### src/rtl/stream_mux_pkg.sv
// Shared constants for the round-robin stream multiplexer.
package stream_mux_pkg;

  localparam logic MODE_SEL = 1'b0;
  localparam logic MODE_RR  = 1'b1;

  localparam int XFER_CNT_W = 16;

endpackage

### src/rtl/rr_arbiter.sv
// Combinational round-robin arbiter: first request at or above ptr, wrapping
// from NUM_CH-1 back to 0. The caller must keep ptr below NUM_CH.
module rr_arbiter #(
  parameter int NUM_CH = 8,
  localparam int SEL_W = $clog2(NUM_CH)
) (
  input  logic [NUM_CH-1:0] req,
  input  logic [SEL_W-1:0]  ptr,
  output logic [NUM_CH-1:0] grant,
  output logic [SEL_W-1:0]  grant_idx
);

  localparam logic [SEL_W:0] NUM_CH_W = (SEL_W+1)'(NUM_CH);

  logic [2*NUM_CH-1:0] req_dbl;
  logic [NUM_CH-1:0]   req_rot;
  logic [SEL_W:0]      offset;
  logic [SEL_W:0]      idx_sum;
  logic                found;

  // Rotate so that the channel at ptr lands in bit 0, then pick the lowest set bit.
  assign req_dbl = {req, req};
  assign req_rot = NUM_CH'(req_dbl >> ptr);

  always_comb begin
    found  = 1'b0;
    offset = '0;
    for (int j = 0; j < NUM_CH; j++) begin
      if (!found && req_rot[j]) begin
        found  = 1'b1;
        offset = (SEL_W+1)'(j);
      end
    end
  end

  always_comb begin
    idx_sum = {1'b0, ptr} + offset;
    if (idx_sum >= NUM_CH_W) begin
      idx_sum = idx_sum - NUM_CH_W;
    end
  end

  assign grant_idx = idx_sum[SEL_W-1:0];
  assign grant     = found ? (NUM_CH'(1) << grant_idx) : '0;

endmodule

### src/rtl/stream_mux_rr.sv
// N-channel valid/ready stream multiplexer with explicit-select or round-robin
// selection and a single registered output stage. STREAM_MUX_CNT_EN adds a transfer counter.
module stream_mux_rr
  import stream_mux_pkg::*;
#(
  parameter int NUM_CH = 8,
  parameter int DATA_W = 4,
  parameter int SEL_W  = $clog2(NUM_CH)
) (
  input  logic                     clk,
  input  logic                     rst,
  input  logic                     mode,
  input  logic [SEL_W-1:0]         sel,
  input  logic [NUM_CH*DATA_W-1:0] in_data,
  input  logic [NUM_CH-1:0]        in_valid,
  output logic [NUM_CH-1:0]        in_ready,
  output logic [DATA_W-1:0]        out_data,
  output logic                     out_valid,
  input  logic                     out_ready,
  output logic [SEL_W-1:0]         out_ch
`ifdef STREAM_MUX_CNT_EN
  ,
  output logic [XFER_CNT_W-1:0]    xfer_cnt,
  output logic                     cnt_ovf
`endif
);

  logic [SEL_W-1:0]  rr_ptr;
  logic [NUM_CH-1:0] rr_grant;
  logic [SEL_W-1:0]  rr_idx;
  logic [NUM_CH-1:0] grant;
  logic [SEL_W-1:0]  grant_idx;
  logic [DATA_W-1:0] grant_data;
  logic              sel_hit;
  logic              load;
  logic              any_grant;
  logic [SEL_W-1:0]  rr_ptr_next;

  rr_arbiter #(
    .NUM_CH(NUM_CH)
  ) u_rr_arbiter (
    .req       (in_valid),
    .ptr       (rr_ptr),
    .grant     (rr_grant),
    .grant_idx (rr_idx)
  );

  assign load = !out_valid || out_ready;

  // An out-of-range sel matches no channel, so no grant is issued.
  always_comb begin
    sel_hit = 1'b0;
    for (int i = 0; i < NUM_CH; i++) begin
      if (sel == SEL_W'(i)) begin
        sel_hit = in_valid[i];
      end
    end
  end

  always_comb begin
    grant     = '0;
    grant_idx = '0;
    if (mode == MODE_RR) begin
      grant     = rr_grant;
      grant_idx = rr_idx;
    end else if (sel_hit) begin
      grant     = NUM_CH'(1) << sel;
      grant_idx = sel;
    end
  end

  assign any_grant = |grant;
  assign in_ready  = (rst || !load) ? '0 : grant;

  always_comb begin
    grant_data = '0;
    for (int i = 0; i < NUM_CH; i++) begin
      if (grant[i]) begin
        grant_data = in_data[i*DATA_W +: DATA_W];
      end
    end
  end

  assign rr_ptr_next = (grant_idx == SEL_W'(NUM_CH - 1)) ? '0 : grant_idx + SEL_W'(1);

  always_ff @(posedge clk) begin
    if (rst) begin
      out_valid <= 1'b0;
      out_data  <= '0;
      out_ch    <= '0;
      rr_ptr    <= '0;
    end else if (load) begin
      if (any_grant) begin
        out_valid <= 1'b1;
        out_data  <= grant_data;
        out_ch    <= grant_idx;
        // Explicit-select transfers leave the round-robin position untouched.
        if (mode == MODE_RR) begin
          rr_ptr <= rr_ptr_next;
        end
      end else begin
        out_valid <= 1'b0;
      end
    end
  end

`ifdef STREAM_MUX_CNT_EN
  always_ff @(posedge clk) begin
    if (rst) begin
      xfer_cnt <= '0;
      cnt_ovf  <= 1'b0;
    end else if (out_valid && out_ready) begin
      xfer_cnt <= xfer_cnt + XFER_CNT_W'(1);
      if (xfer_cnt == '1) begin
        cnt_ovf <= 1'b1;
      end
    end
  end
`endif

endmodule
### config.mk
export PLATFORM = sky130hd
export DESIGN_NAME = stream_mux_rr
export DESIGN_NICKNAME = d
export VERILOG_FILES = /design/src/rtl/stream_mux_pkg.sv /design/src/rtl/rr_arbiter.sv /design/src/rtl/stream_mux_rr.sv
export SDC_FILE = /design/constraint.sdc
export NUM_CORES = 1
export LEC_CHECK = 0
export ABC_AREA = 1
export ABC_CLOCK_PERIOD_IN_PS = 5400
export CAP_MARGIN = 25
export CORE_UTILIZATION = 50
export DETAILED_ROUTE_END_ITERATION = 8
export DONT_BUFFER_PORTS = 1
export SETUP_SLACK_MARGIN = 0.02
export SLEW_MARGIN = 20
export SYNTH_ARGS = -nofsm -noshare
export SYNTH_HDL_FRONTEND = slang
export SYNTH_SLANG_ARGS = --single-unit
### constraint.sdc
create_clock -name clk -period 5.4 [get_ports clk]
set_clock_uncertainty 0.2 [all_clocks]
set_input_delay 1.08 -clock clk [delete_from_list [all_inputs] [get_ports clk]]
set_output_delay 1.08 -clock clk [all_outputs]
set_load 0.01 [all_outputs]
* Word-level counts from Yosys, hierarchy flattened *
Cells that the tools add are included.

storage, ports and cells
  flip-flop bits (word level) = 11
  latch bits = 0
  RAM bits = 0
  memory bits (read-only) = 0
  output and inout port bits = 16
  memories kept = 0

operators by class
  add/sub/neg operators = 3
  multiply operators = 0
  divide/modulo/power cells = 0
  magnitude comparators = 1
  eq/ne operators = 8
  shift operators = 3
  multiplexer cells = 40
  bitwise logic cells = 0
  reduce and logical (&&, ||, !) cells = 22

operators with widths
  kind                 number
  $mux 4               8
  $mux 8               4
  $mux 3               8
  $mux 1               18
  $shl 1x3->8 const A  2
  $shr 16x3->8         1
  $eq 3x3->1 const B   5
  $logic_not 1->1      9
  $reduce_or 8->1      1
  $logic_and 1x1->1    7
  $eq 3x2->1 const B   2
  $add 3x3->4          1
  $ge 4x4->1 const B   1
  $mux 2               2
  $add 3x1->3 const B  1
  $eq 3x1->1 const B   1
  $logic_not 3->1      1
  $reduce_and 3->1     1
  $sub 3x1->3 const B  1
  $logic_or 1x1->1     2
  $reduce_and 2->1     1

* Depth between registers and ports, before layout *
Gate-level depths: netlist of the first run.

  depth after elaboration = 37
  depth in mapped cells = 29
  gate-level depth less buffers = 27

* Cells and area by module *
A second synthesis of the first run with hierarchy kept.

second synthesis, totals
  cells, all modules = 315
  area, all modules = 1,793.0 um^2

by module, submodules not included
  module         instances  cells an instance  area each (um^2)
  stream_mux_rr  1          207                1,168.6
  rr_arbiter     1          108                624.3

* Worst setup path after synthesis of the first run *
Ideal clock, no wire load.

  path type = input port to output port
  from = input port in_valid[6]
  to = output port in_ready[7]
  arrival time = 3.274 ns
  data required time = 4.120 ns
  slack = 0.846 ns
  stages = 19
  path buffers = 0
  cells stage by stage = nand2_1 -> nand3_2 -> nand3_1 -> nand2_2 -> nor2_4 -> nand3_2 -> nor2_2 -> nand3_1 -> o221ai_1 -> ha_1 -> inv_1 -> fa_1 -> inv_1 -> nand2_1 -> nor2_2 -> nand2_2 -> nand2_4 -> clkinv_4 -> nor2_1

on the way
  word-level cells in the longest chain between the ends = 30

ends and longest elaborated chain
  item                                              RTL line                            text
  start: declaration                                stream_mux_rr.sv:15                 input logic [NUM_CH-1:0] in_valid,
  $shr 16x3->8                                      rr_arbiter.sv:23                    assign req_rot = NUM_CH'(req_dbl >> ptr);
  $mux 1                                            rr_arbiter.sv:29                    if (!found && req_rot[j]) begin
  $logic_not 1->1                                   rr_arbiter.sv:29
  $logic_and 1x1->1                                 rr_arbiter.sv:29
  $mux 1                                            rr_arbiter.sv:29
  $logic_not 1->1                                   rr_arbiter.sv:29
  $logic_and 1x1->1                                 rr_arbiter.sv:29
  $mux 1                                            rr_arbiter.sv:29
  [14 not listed]                                   -
  $mux 3                                            rr_arbiter.sv:29
  $add 3x3->4                                       rr_arbiter.sv:37                    idx_sum = {1'b0, ptr} + offset;
  $ge 4x4->1 / $sub 3x1->3 (equally long branches)  rr_arbiter.sv:38, rr_arbiter.sv:39
  $mux 3                                            rr_arbiter.sv:38                    if (idx_sum >= NUM_CH_W) begin
  $shl 1x3->8                                       rr_arbiter.sv:44                    assign grant = found ? (NUM_CH'(1) << grant_idx) : '0;
  $mux 8                                            rr_arbiter.sv:44
  $mux 8 *                                          stream_mux_rr.sv:63                 if (mode == MODE_RR) begin
  $mux 8 *                                          stream_mux_rr.sv:73                 assign in_ready = (rst || !load) ? '0 : grant;
  end: declaration                                  stream_mux_rr.sv:16                 output logic [NUM_CH-1:0] in_ready,

Every way passes the cells marked *; elsewhere a longest branch is shown, timed or not.

* Worst setup path after layout of the first run *
  from = input port in_valid[2]
  to = output port in_ready[7]

The elaborated chain is that of the path after synthesis.

==> results of run 1 <==
## stage by stage
step / instances / hold WS, ps
after CTS: 334 / 313
after floorplan: 291 / 287
after global routing: 334 / 329
after global placement: 330 / 297
final: 334 / 309
after detailed placement: 330 / 299
## final timing paths
check	endpoint	startpoint	slack, ps	cells past startpoint
max	in_ready[7]	in_valid[2]	550	19
min	out_ch[0]	out_ch[0]	310	2
max reg2reg	out_data[1]	rr_ptr[0]	1370	26
min reg2reg	out_ch[0]	out_ch[0]	310	2
## metal layers
metal	global-route usage, %	vias to the layer above	share of wire, %
met2	34.2	49	44
met5	0	-	0
met3	1.92	2	5.3
met4	4.55	0	0.32
met1	35.5	759	50
li1	-	950	-
## power by group through the flow
stage / combinational, mW / clock [mW] / sequential, mW
CTS: 1.31 / 0.0543 / 0.172
global placement: 1.30 / 0 / 0.175
floorplan: 1.21 / 0 / 0.137
finish: 1.30 / 0.0519 / 0.172
detailed placement: 1.30 / 0 / 0.173
global route: 1.48 / 0.0576 / 0.177
## registers in the layout (all words and copies together) (netlist names)
signal / count
out_data: 4
out_ch: 3
out_valid: 1
rr_ptr: 3
## cells in the final DEF, fill, tap and decap left out, types with 7 or more instances in the layout
cell type	instances
sky130_fd_sc_hd__inv_1	26
sky130_fd_sc_hd__nand3_1	40
sky130_fd_sc_hd__nand2_2	24
sky130_fd_sc_hd__a21oi_1	10
sky130_fd_sc_hd__nand2_1	70
sky130_fd_sc_hd__nand3_2	7
sky130_fd_sc_hd__nand4_1	9
sky130_fd_sc_hd__dfxtp_1	11
sky130_fd_sc_hd__a21oi_2	7
sky130_fd_sc_hd__nor2_1	37
## cell type report
type | instances | area share, %
inverters | 33 | 7.68
well taps | 46 | 3.27
multi-input cells | 240 | 75.0
flip-flops and latches | 11 | 12.5
clock buffers | 4 | 1.49
## logic make-up after synthesis
family          after synthesis
simple gates                202
fa+ha+maj                     4
buf+inv                      40
flops                        11
xor+xnor                      1
compound gates               33
## worst min-delay path, stage by stage, from the launching register on
cell	delay (ps)
sky130_fd_sc_hd__dfxtp_1	350
sky130_fd_sc_hd__nand2_2	80
sky130_fd_sc_hd__a21oi_2	40
==> impl.org, run 1 <==
** Run status
- Status :: finished clean

** Clock network
- After clock tree synthesis, the repair step resized 0 gates.
- The number of hold buffers added after CTS was 0.
- No sink is reached through more buffers than the 2 on the longest clock path.
- After clock tree synthesis, the clock-pin slew on the worst setup and hold paths is 60 ps.
- Maximum level of the CTS H-tree :: 1
- Clock latency on the worst-skew pair, taken at its later pin, is 250 ps.
- Clock buffer count from CTS :: 3
- Setup fix buffers added after clock tree synthesis :: 0
- Clk root buf :: sky130_fd_sc_hd__clkbuf_4
- Clock tree synthesis found a total of 11 sinks.
- Clock tree from TritonCTS :: done

** Place
- Summing all placed instances gives a cell area of 1730 sq um.
- HPWL after DPL :: 3.60 mm
- Placer's final routability congestion estimate :: 0.886
- During placement, the flow inserted port buffers numbering 0.
- Timing analysis after detailed placement gives a worst setup slack of 557 ps.

** Floorplan
- The die is 60.9 um tall.
- Initial core utilization :: 52.0%
- 63 I/O pins were placed.
- Floorplan die area :: 3710 sq um
- Die W :: 60.9 um
- The floorplan has 21 rows.
- The floorplan step defined a core boundary enclosing 3340 sq um.

** Timing
- Setup violations remaining at the end of the flow were counted as 0.
- Setup slack on the critical path of the routed design comes to 550 ps.
- Final Hold Violating Endpoints :: 0
- Derived from the worst setup path, the maximum achievable clock frequency is 206 MHz.
- Setup total negative slack on the finished layout was measured at 0 ps.
- At the pin with the least slew margin, the transition time is 533 ps.
- Setup repair after global routing left no endpoint under its margin.
- Crit share post-route :: 89.8%
- The routed design could run at a clock period as short as 4850 ps.
- Normalized max-slew margin :: 64.5%
- Max-slew violation count :: 0

** Route
- Number of vias after detailed routing :: 1760
- Dividing the detail-routed wire length by the instance count gives 13.0 um.
- Wires add up to 4.34 mm.
- Vias/cell :: 5.27
- In the routed design, unresolved DRC markers number 0.
- The pre-antenna-repair detailed-routing pass consisted of 4 iterations.
- The count of nets left with antenna violations once routing finished came out at 0.
- Number of design-rule violations left by the first detailed-router iteration :: 95

** Synth
- The commonest cells after synthesis are sky130_fd_sc_hd__nand2_1 (70), sky130_fd_sc_hd__nand3_1 (40), sky130_fd_sc_hd__nor2_1 (37).
- Net count after synthesis :: 342
- In this run the biggest area consumer among cell types represents 15.1% of the synthesized area.
- Summing the areas of all and, or, nand and nor instances in the mapped netlist gives 58.2% of the synthesized area.
- Of the total synthesized cell area, the portion taken by XOR and XNOR cells is 0.505%.
- Number of flops mapped to enable cells by yosys :: 0
- Mean instance size in the synthesized netlist :: 5.96 sq um
- Synth Flop Type :: sky130_fd_sc_hd__dfxtp_1
- Share of synthesized cell area in full adder, half adder and majority cells :: 3.32%
- Largest family of logic cells by synthesized area :: simple AND/OR/NAND/NOR gates
- In this run the cell area of the synthesized design comes to 1740 sq um.
- Fraction of registers with async set/reset :: 0%
- Compound-gate portion of the synthesized area :: 14.1%
- Count leader, synth :: sky130_fd_sc_hd__nand2_1
- Post-synth cell types :: 37
- Share of cell area taken by muxes after synthesis :: 0%
- Post-synthesis cell count :: 291
- Cell taking the most area after synthesis :: sky130_fd_sc_hd__nand2_1
- In this run, synthesis produced a sequential element count of 11.
- Post-synthesis sequential area ratio :: 12.7%
- Yosys warning count :: 0
- Top cells by area in the synthesized netlist :: sky130_fd_sc_hd__nand2_1 (15%), sky130_fd_sc_hd__dfxtp_1 (13%), sky130_fd_sc_hd__nand3_1 (12%), sky130_fd_sc_hd__nand2_2 (8.7%), sky130_fd_sc_hd__nor2_1 (8.0%)

** Hold path
- The worst hold path belongs to the class reg2reg.

** Cells and area
- The repair_antennas step left the layout with diodes totalling 0.
- Post-layout instance area :: 1760 sq um
- Share of final-layout standard cells stronger than drive strength 1 :: 21.9%
- Fill cells in the final layout number 370.
- Final design utilization :: 52.7%
- Area Growth Syn to Fin :: 1.37%
- Footprint of the multi-input gates :: 1320 sq um
- The net count of the finished layout is 340.
- Registers take 220 sq um.

** GRT
- The via count of the first global-routing pass was 1415.
- Entering global routing, the biggest net connects 13 pins.
- After global routing the overflow that remains totals 0.
- The first global-routing pass estimated 6.40 mm of wire.
- Initial antenna violation count :: 0
- Total Routing Usage GR :: 22.9%

** Worst setup path
- Of all nets on the critical path, the largest fanout is 6.
- Delay of the slowest cell on the worst path :: 540 ps
- The worst setup path is launched from an input port.
- For this design, the slowest cell found on the critical path is sky130_fd_sc_hd__fa_1.
- The number of buffers and inverters on the critical path is 3.
- Family with the most delay on the worst path :: simple AND/OR/NAND/NOR gates
- The worst setup path is of the in2out kind.
- Required time at the endpoint of the critical path :: 4120 ps
- The critical path goes through nand2_1 -> nand3_1 -> nand3_1 -> nand2_2 -> nor2_4 -> nand3_2 -> nor2_2 -> nand3_1 -> o221ai_1 -> ha_1 -> inv_1 -> fa_1 -> inv_1 -> nand2_1 -> nor2_2 -> nand2_2 -> nand2_4 -> clkinv_4 -> nor2_1.
- Counting stages on the worst path, the most repeated cell is sky130_fd_sc_hd__nand3_1.
- Crit path DAT :: 3570 ps
- Element type at the critical path end :: output pin

** Pwr
- Sequential cells account for 11.3% of the total power.
- Clk pwr share :: 3.4%
- VDD sags by at most 0.000571 V.
- Pwr Total :: 1.53 mW
- Of the total power, the share spent switching nets is 62.4%.
- In this run, the combinational gates consume 85.3% of the power.
- Psw :: 953 uW
- Reported leakage power :: 0.812 nW
- Power spread over the standard cell area amounts to 867 nW/um^2.
- Pint :: 573 uW

** Run
- Max-cap violations in this run came to 0.
No activity file was read; power rests on OpenSTA's default activity.
==> run 2, diff against run 1 <==
==> constraint.sdc (replaced) <==
create_clock -name clk -period 5.4 [get_ports clk]
set_clock_uncertainty 0.2 [all_clocks]
set_input_delay 0.81 -clock clk [delete_from_list [all_inputs] [get_ports clk]]
set_output_delay 0.81 -clock clk [all_outputs]
set_load 0.01 [all_outputs]
==> run 2 against run 1 <==
  * Clock-buffer cell count unchanged
  * Combinational power about the same
  * Sequential share of layout area unchanged
  * Largest power group unchanged
==> impl.org, run 2 (synthesis results as in run 1) <==
** Run status
- The run finished with clean final reports.

** Route
- After detailed routing, the number of vias per cell comes to 5.30.
- Routed Antenna Nets :: 0
- The first routing iteration left 96 violations.
- Detailed Route WL :: 4.29 mm
- First-pass iteration count of the detailed router :: 4
- Number of vias after detailed routing :: 1771
- DRC violations left :: 0
- Final routed wire length divided by cell count :: 12.8 um

** Worst setup path
- In this run the worst path has a maximum fanout of 11.
- Delay of the slowest cell on the worst path :: 640 ps
- Depth of the critical timing path with buffers and inverters included :: 20
- Family with the most delay on the worst path :: simple AND/OR/NAND/NOR gates
- For the worst setup path, the data required time is 4390 ps.
- Crit path top cell by count :: sky130_fd_sc_hd__nand2_2
- The worst setup path is launched from a register.
- The worst setup path is of the reg2out kind.
- Element type at the critical path end :: output pin
- Data on the critical path arrives at its endpoint at 3500 ps.
- CP bufs+invs :: 4
- Depth of the most critical reg-to-reg path :: 26
- Among all stages on the critical path, the largest delay is contributed by sky130_fd_sc_hd__dfxtp_1.
- Walking the worst path, the cells encountered are inv_6 -> nand2_2 -> nand3_2 -> nand3_1 -> nand2_2 -> nor2_4 -> nand3_2 -> nor2_2 -> nand3_1 -> o221ai_1 -> ha_1 -> inv_1 -> fa_1 -> inv_1 -> nand2_1 -> nor2_2 -> nand2_2 -> nand2_4 -> clkinv_4 -> nor2_1.

** Clock network
- Longest Clk Path Bufs :: 2
- Buffers added to address setup during post-CTS repair amount to 0.
- Post-cts sizing count :: 0
- Maximum level of the CTS H-tree :: 1
- Clock buffer count from CTS :: 3
- TritonCTS built the clock tree.
- The clock net in this run drives a total of 11 sinks.
- The number of hold buffers added after CTS was 0.
- Skew-Pair Late Insertion Delay :: 260 ps
- Clock edge transition at the registers on the reported setup and hold paths :: 60 ps
- The cell sitting at the root of the clock tree is a sky130_fd_sc_hd__clkbuf_4.

** Cells and area
- Leaving out fill and tap cells, the most frequent cells in the layout are sky130_fd_sc_hd__nand2_1 (70), sky130_fd_sc_hd__nand3_1 (40), sky130_fd_sc_hd__nor2_1 (37), sky130_fd_sc_hd__inv_1 (26), sky130_fd_sc_hd__nand2_2 (24).
- Final design utilization :: 52.7%
- Share of final-layout standard cells stronger than drive strength 1 :: 21.9%
- Biggest register :: out_data
- Commonest non-fill, non-tap cell in the layout :: sky130_fd_sc_hd__nand2_1
- Registers with the highest flip-flop counts :: out_data (4), out_ch (3), rr_ptr (3)
- Number of flip-flops in the largest register :: 4
- At the end of the flow, the number of nets in the layout was 340.
- After the flow finishes, the layout carries non-filler instances totaling 334.
- Antenna fix cells :: 0
- Compared with the post-synthesis result, the final layout area differs by 1.37%.

** Pwr
- Power density cells :: 866 nW/um^2
- Pint :: 573 uW
- Psw :: 951 uW
- Fraction of power consumed by sequential logic :: 11.2%
- Sw Ratio :: 62.4%
- The clock network accounts for 3.5% of the total power.
- IR analysis of the VDD net gives a maximum drop of 0.000529 V.
- Reported leakage power :: 0.812 nW
- The share of total power dissipated in combinational logic is 85.3%.

** Hold path
- The path class of the tightest hold or removal check is reg2reg.
- WHS Path Cells :: 2

** Timing
- Minimum setup slack in the final design :: 894 ps
- Final setup TNS :: 0 ps
- Fmax :: 222 MHz
- Of the available clock period, the critical path in the final layout requires 83.4%.
- The final count of hold timing violations came to 0.
- Normalized max-slew margin :: 65.7%
- Final setup fails :: 0
- Setup repair after global routing left no endpoint under its margin.
- At the pin with the least slew margin, the transition time is 513 ps.
- The worst path needs 4510 ps of the cycle, external delays included.
- The number of slew-limit violations in the final report came to 0.
- Worst hold slack across all endpoints :: 309 ps

** Run
- Max-cap violations in this run came to 0.

** GRT
- The number of antenna violations at the first check in global routing came to 0.
- Global route overflow :: 0
- Maximum number of pins on one net before global-route repair :: 13
- Total Routing Usage GR :: 23.5%
- Via count of the first global-routing pass :: 1419
- The first global-routing pass estimated 6.50 mm of wire.

** Floorplan
- Die Height :: 60.9 um
- Die W :: 60.9 um
- # rows :: 21
- The die covers 3710 sq um.
- The floorplan step defined a core boundary enclosing 3340 sq um.
- The initial utilization of the core area, before any placement, comes to 52.0%.
- In this run the count of I/O pins placed on the die edge is 63.

** Place
- The congestion estimate from routability-driven global placement came to 0.886.
- HPWL after DPL :: 3.54 mm
- Post-Place Worst Slack :: 1110 ps
- The number of placed instances, taps included, is 330.
- Number of buffers inserted by port buffering :: 0
[run 2: power groups by stage]
| stage | clock (mW) | combinational, mW | sequential, mW |
|---|---|---|---|
| after floorplan | 0 | 1.21 | 0.137 |
| after global placement | 0 | 1.30 | 0.175 |
| after detailed placement | 0 | 1.29 | 0.172 |
| after CTS | 0.0554 | 1.30 | 0.170 |
| after global routing | 0.0594 | 1.47 | 0.176 |
| final | 0.0529 | 1.30 | 0.171 |
[run 2: final timing paths]
| path | start | to | slack, ps |
|---|---|---|---|
| setup / recovery | rr_ptr[0] | in_ready[7] | 890 |
| hold / removal | out_ch[2] | out_ch[2] | 310 |
| setup reg to reg | rr_ptr[0] | out_data[1] | 1390 |
| hold reg to reg | out_ch[2] | out_ch[2] | 310 |
[run 2: stage by stage]
| step | instance area (sq um) | power (mW) |
|---|---|---|
| 2_1_floorplan | 1740 | 1.35 |
| 3_3_place_gp | 1730 | 1.47 |
| 3_5_place_dp | 1730 | 1.47 |
| 4_1_cts | 1760 | 1.52 |
| 5_1_grt | 1760 | 1.71 |
| 6_report | 1760 | 1.52 |
[run 2: area by class of cell]
cell class,count,area (sq um)
multi-input cells,240,1320
flip-flops and latches,11,220
clock buffers,4,26.3
inverters,33,135
well taps,46,57.6
fillers,366,1580
[run 2: worst min-delay path, cell delays in order (launching register included)]
cell and delay [ps]:
sky130_fd_sc_hd__dfxtp_1 350, sky130_fd_sc_hd__nand2_2 80, sky130_fd_sc_hd__a21oi_2 40
[run 2: routing by layer]
layer | vias to the layer above | share of wire (%) | track usage [%] | wire [um]
met5 | - | 0 | 0 | 0
li1 | 949 | - | - | -
met4 | 0 | 0.89 | 6.49 | 38
met1 | 764 | 49 | 36.1 | 2100
met2 | 54 | 44 | 34.5 | 1870
met3 | 4 | 6.6 | 2.35 | 282
==> variant 1, RTL diff (config.mk and constraints of run 2) <==
The parameter `DATA_W` goes from 4 to 3.
--- a/src/rtl/stream_mux_rr.sv
+++ b/src/rtl/stream_mux_rr.sv
@@ -4,7 +4,7 @@
   import stream_mux_pkg::*;
 #(
   parameter int NUM_CH = 8,
-  parameter int DATA_W = 4,
+  parameter int DATA_W = 3,
   parameter int SEL_W  = $clog2(NUM_CH)
 ) (
   input  logic                     clk,
Interface: changed (resized in_data and out_data); port bits go from 63 to 54. The function was not compared with the original's and may differ.
==> variant 1 against run 2 <==
First-iteration DRC count fell by 23%. Wire length fell by 7.0%. Clock power increased by 29%. Setup slack got worse by 52 ps. Synthesized area decreased by 7.0%. Design area is 5.8% lower. Die area shrank 6.8%. Sequential cell count decreased by 1. Power fell by 3.0%. Critical endpoint is now in_ready[4]. Largest power group unchanged.
==> variant 1: results (changes against run 2) <==
metric	value	unit	change
diodes	0		unchanged
grt_max_degree	14		+1
dr_total_vias	1697		-4.2%
wl	3.99	mm	-7.0%
grt_pass1_vias	1481		+4.4%
drtIter0Drc	74		-23%
yosys-top-cells-area	nand2_1, nand3_1, dfxtp_1		
top_regs	out_ch: 3 flops, out_data: 3 flops, rr_ptr: 3 flops		
pwr-share-comb	0.840		-0.013
drive_above_1_share	0.144		-0.0743
htreeDepth	1		unchanged
routabilityCongestion	0.823		-7.1%
dp_hpwl	3.32	mm	-6.1%
power_leakage	0.815	nW	+0.40%
ys_types	40		+8.1%
seq_area_frac_synth	0.124		-0.00286
yosys_warnings	0		unchanged
rrSetupSlack	1240	ps	-150 ps
grt_usage	0.245		+0.0103
seqPwrFrac	0.114		+0.002
maxSlewViolCount	0		unchanged
vdd_drop_max	0.000403	V	-24%
first_pass_iters	4		unchanged
cts_made_buffers	3		unchanged
crit_fanout	11		unchanged
hold_path.class	flop to flop		
synth_flop_cell	dfxtp_1		
slew_headroom	0.674		+0.0168
cts_max_path_buffers	2		unchanged
slowest_delay	610	ps	-30 ps
synth_fp_nets	322		-5.8%
worstPathArrival	3550	ps	+50 ps
grt_pass1_wl	6.49	mm	-0.11%
synth_common_cells	nand2_1, nor2_1, nand3_1		
critPathTopFamily	simple AND/OR/NAND/NOR gates		
status	complete, no violations		
switchingPower	0.000907	W	-4.6%
==> variant 1: cell count changes in the layout (fill, tap and decap cells not counted), moves of 3 or more <==
cell and delta:
o21ai_2 +3, nand3_1 +3, a21oi_2 -6, inv_1 -4
nor2_1 +8, nand3_2 -5, nand3b_1 +6, nand2_2 -18
a21oi_1 -9, o21ai_0 -3, inv_2 +4, nand2_1 +9
clkinv_1 +3
==> variant 1: stage by stage <==
stage	setup WS (ps)	hold WS (ps)	area [sq um]	cells	power, W
floorplan	1280	303	1610	279	0.00125
global placement	1060	322	1620	317	0.00141
detailed placement	1040	319	1620	317	0.00141
CTS	834	335	1660	321	0.00149
global route	469	355	1660	321	0.00166
finish	841	330	1660	321	0.00148
==> variant 1: final cells by class <==
type | count | area, sq um
well taps | 44 | 55.1
fillers | 342 | 1400
clock buffers | 4 | 36.3
inverters | 34 | 130
flip-flops and latches | 10 | 200
multi-input cells | 229 | 1240
==> variant 1: layer usage <==
layer  up-vias  part of all wire  wire (um)  track usage
li1        912                 -          -            -
met4         0             0.013         51       0.0884
met3         5             0.061        244       0.0374
met2        49              0.43       1730        0.365
met1       731              0.49       1960        0.356
met5         -                 0          0            0
==> variant 1: cells by family after synthesis <==
group                    share of synthesized area
AND/OR/NAND/NOR                              0.622
buffers and inverters                        0.110
AO/OA/AOI/OAI                                0.102
flip-flops                                   0.124
adder cells (fa/ha/maj)                     0.0357
XOR/XNOR                                   0.00543
==> variant 1: final timing paths <==
check,depth (start not counted),start,to
min,2,out_ch[2],out_ch[2]
max reg2reg,26,rr_ptr[0],out_ch[0]
min reg2reg,2,out_ch[2],out_ch[2]
max,21,rr_ptr[0],in_ready[4]
==> variant 2, RTL diff (config.mk and constraints of run 2) <==
Made on the original files. Add an input register stage for `mode`, with the module's reset; this delays it by one clock. The other inputs are not delayed to match.
--- a/src/rtl/stream_mux_rr.sv
+++ b/src/rtl/stream_mux_rr.sv
@@ -24,6 +24,16 @@
   output logic                     cnt_ovf
 `endif
 );
+
+  logic mode_q;
+
+  always_ff @(posedge clk) begin
+    if (rst) begin
+      mode_q <= '0;
+    end else begin
+      mode_q <= mode;
+    end
+  end
 
   logic [SEL_W-1:0]  rr_ptr;
   logic [NUM_CH-1:0] rr_grant;
@@ -60,7 +70,7 @@
   always_comb begin
     grant     = '0;
     grant_idx = '0;
-    if (mode == MODE_RR) begin
+    if (mode_q == MODE_RR) begin
       grant     = rr_grant;
       grant_idx = rr_idx;
     end else if (sel_hit) begin
@@ -95,7 +105,7 @@
         out_data  <= grant_data;
         out_ch    <= grant_idx;
         // Explicit-select transfers leave the round-robin position untouched.
-        if (mode == MODE_RR) begin
+        if (mode_q == MODE_RR) begin
           rr_ptr <= rr_ptr_next;
         end
       end else begin
Formal check against the unedited RTL: not equivalent (a bounded check fails within 4 cycles, from zero or initial values and one cycle with rst high).
==> variant 2 against run 2 <==
First-iteration DRC count is 28% higher. Sequential cell count is 1 higher. Design area is 1.6% higher. Die area is 0.20% higher. Wire length is 2.8% higher. Synthesized area is 0.22% higher. Setup slack worse by 14 ps.
Power is not compared: it rests on default switching activity, and its combinational part moved more than twofold at a synthesized area within 25%.
==> variant 2: results (changes against run 2) <==
metric	value	unit	change
routabilityCongestion	0.828		-6.6%
worstHoldStart	out_data[0]		
seq_area_frac_synth	0.138		+0.0112
inverters	31		-6.1%
drtIter0Drc	123		+28%
hold_ws	314	ps	+4.93 ps
status	complete, no violations		
drive_above_1_share	0.215		-0.00422
cts.sinks	12		+1
synth_common_cells	nand2_1, nand3_1, nor2_1		
dpl.cell_count	331		+0.30%
multi_input_gates	242		+0.83%
hold_path.class	flop to flop		
num-nonclk-buffers	0		unchanged
crit_path_end	in_ready[0]		
maxSlewViolCount	0		unchanged
yosys-top-cells-area	nand2_1, dfxtp_1, nand3_1		
regArea	240	sq um	+9.1%
min_delay_worst_endpoint	out_data[0]		
tightest_slew	500	ps	-13.9 ps
ys_types	36		-2.7%
rrSetupSlack	1410	ps	+20 ps
buf_share	0		unchanged
grt_pass1_wl	6.78	mm	+4.2%
fillers	356		-2.7%
synth_fp_nets	343		+0.29%
path_clk_slew	80	ps	+20 ps
rr_startpoint	rr_ptr[0]		
clk_latency	270	ps	
r2r_end	out_data[0]		
syn_inst	292		+0.34%
clk_share	0.0203		+0.00537
dp_hpwl	3.67	mm	+3.7%
wl	4.41	mm	+2.8%
dr_total_vias	1831		+3.4%
grt_usage	0.241		+0.00598
routedWlPerCell	13.2	um	+2.5%
grt_pass1_vias	1505		+6.1%
diodes	0		unchanged
multiInputGateArea	1330	sq um	+0.47%
reg2reg_depth	24		-7.7%
variant 2: metal layers:
layer | global-route usage | wire length, um
met1 | 0.344 | 2090
met3 | 0.0533 | 321
met2 | 0.374 | 1980
met5 | 0 | 0
met4 | 0.0487 | 20
variant 2: stage by stage:
| stage | cell area, sq um | utilization | setup slack [ps] | total power (W) |
|---|---|---|---|---|
| after floorplan | 1740 | - | 1390 | 0.000505 |
| after global placement | 1750 | 0.525 | 1060 | 0.000567 |
| after detailed placement | 1750 | 0.525 | 1090 | 0.000563 |
| after CTS | 1790 | 0.535 | 879 | 0.000634 |
| after global routing | 1790 | 0.535 | 571 | 0.000697 |
| final | 1790 | 0.535 | 880 | 0.000632 |
variant 2: kinds of logic after synthesis:
| family | share of synthesized area |
|---|---|
| buffers and inverters | 0.0993 |
| XOR/XNOR | 0.00504 |
| AND/OR/NAND/NOR | 0.596 |
| multiplexers | 0.00576 |
| AO/OA/AOI/OAI | 0.123 |
| adder cells (fa/ha/maj) | 0.0331 |
| flip-flops | 0.138 |
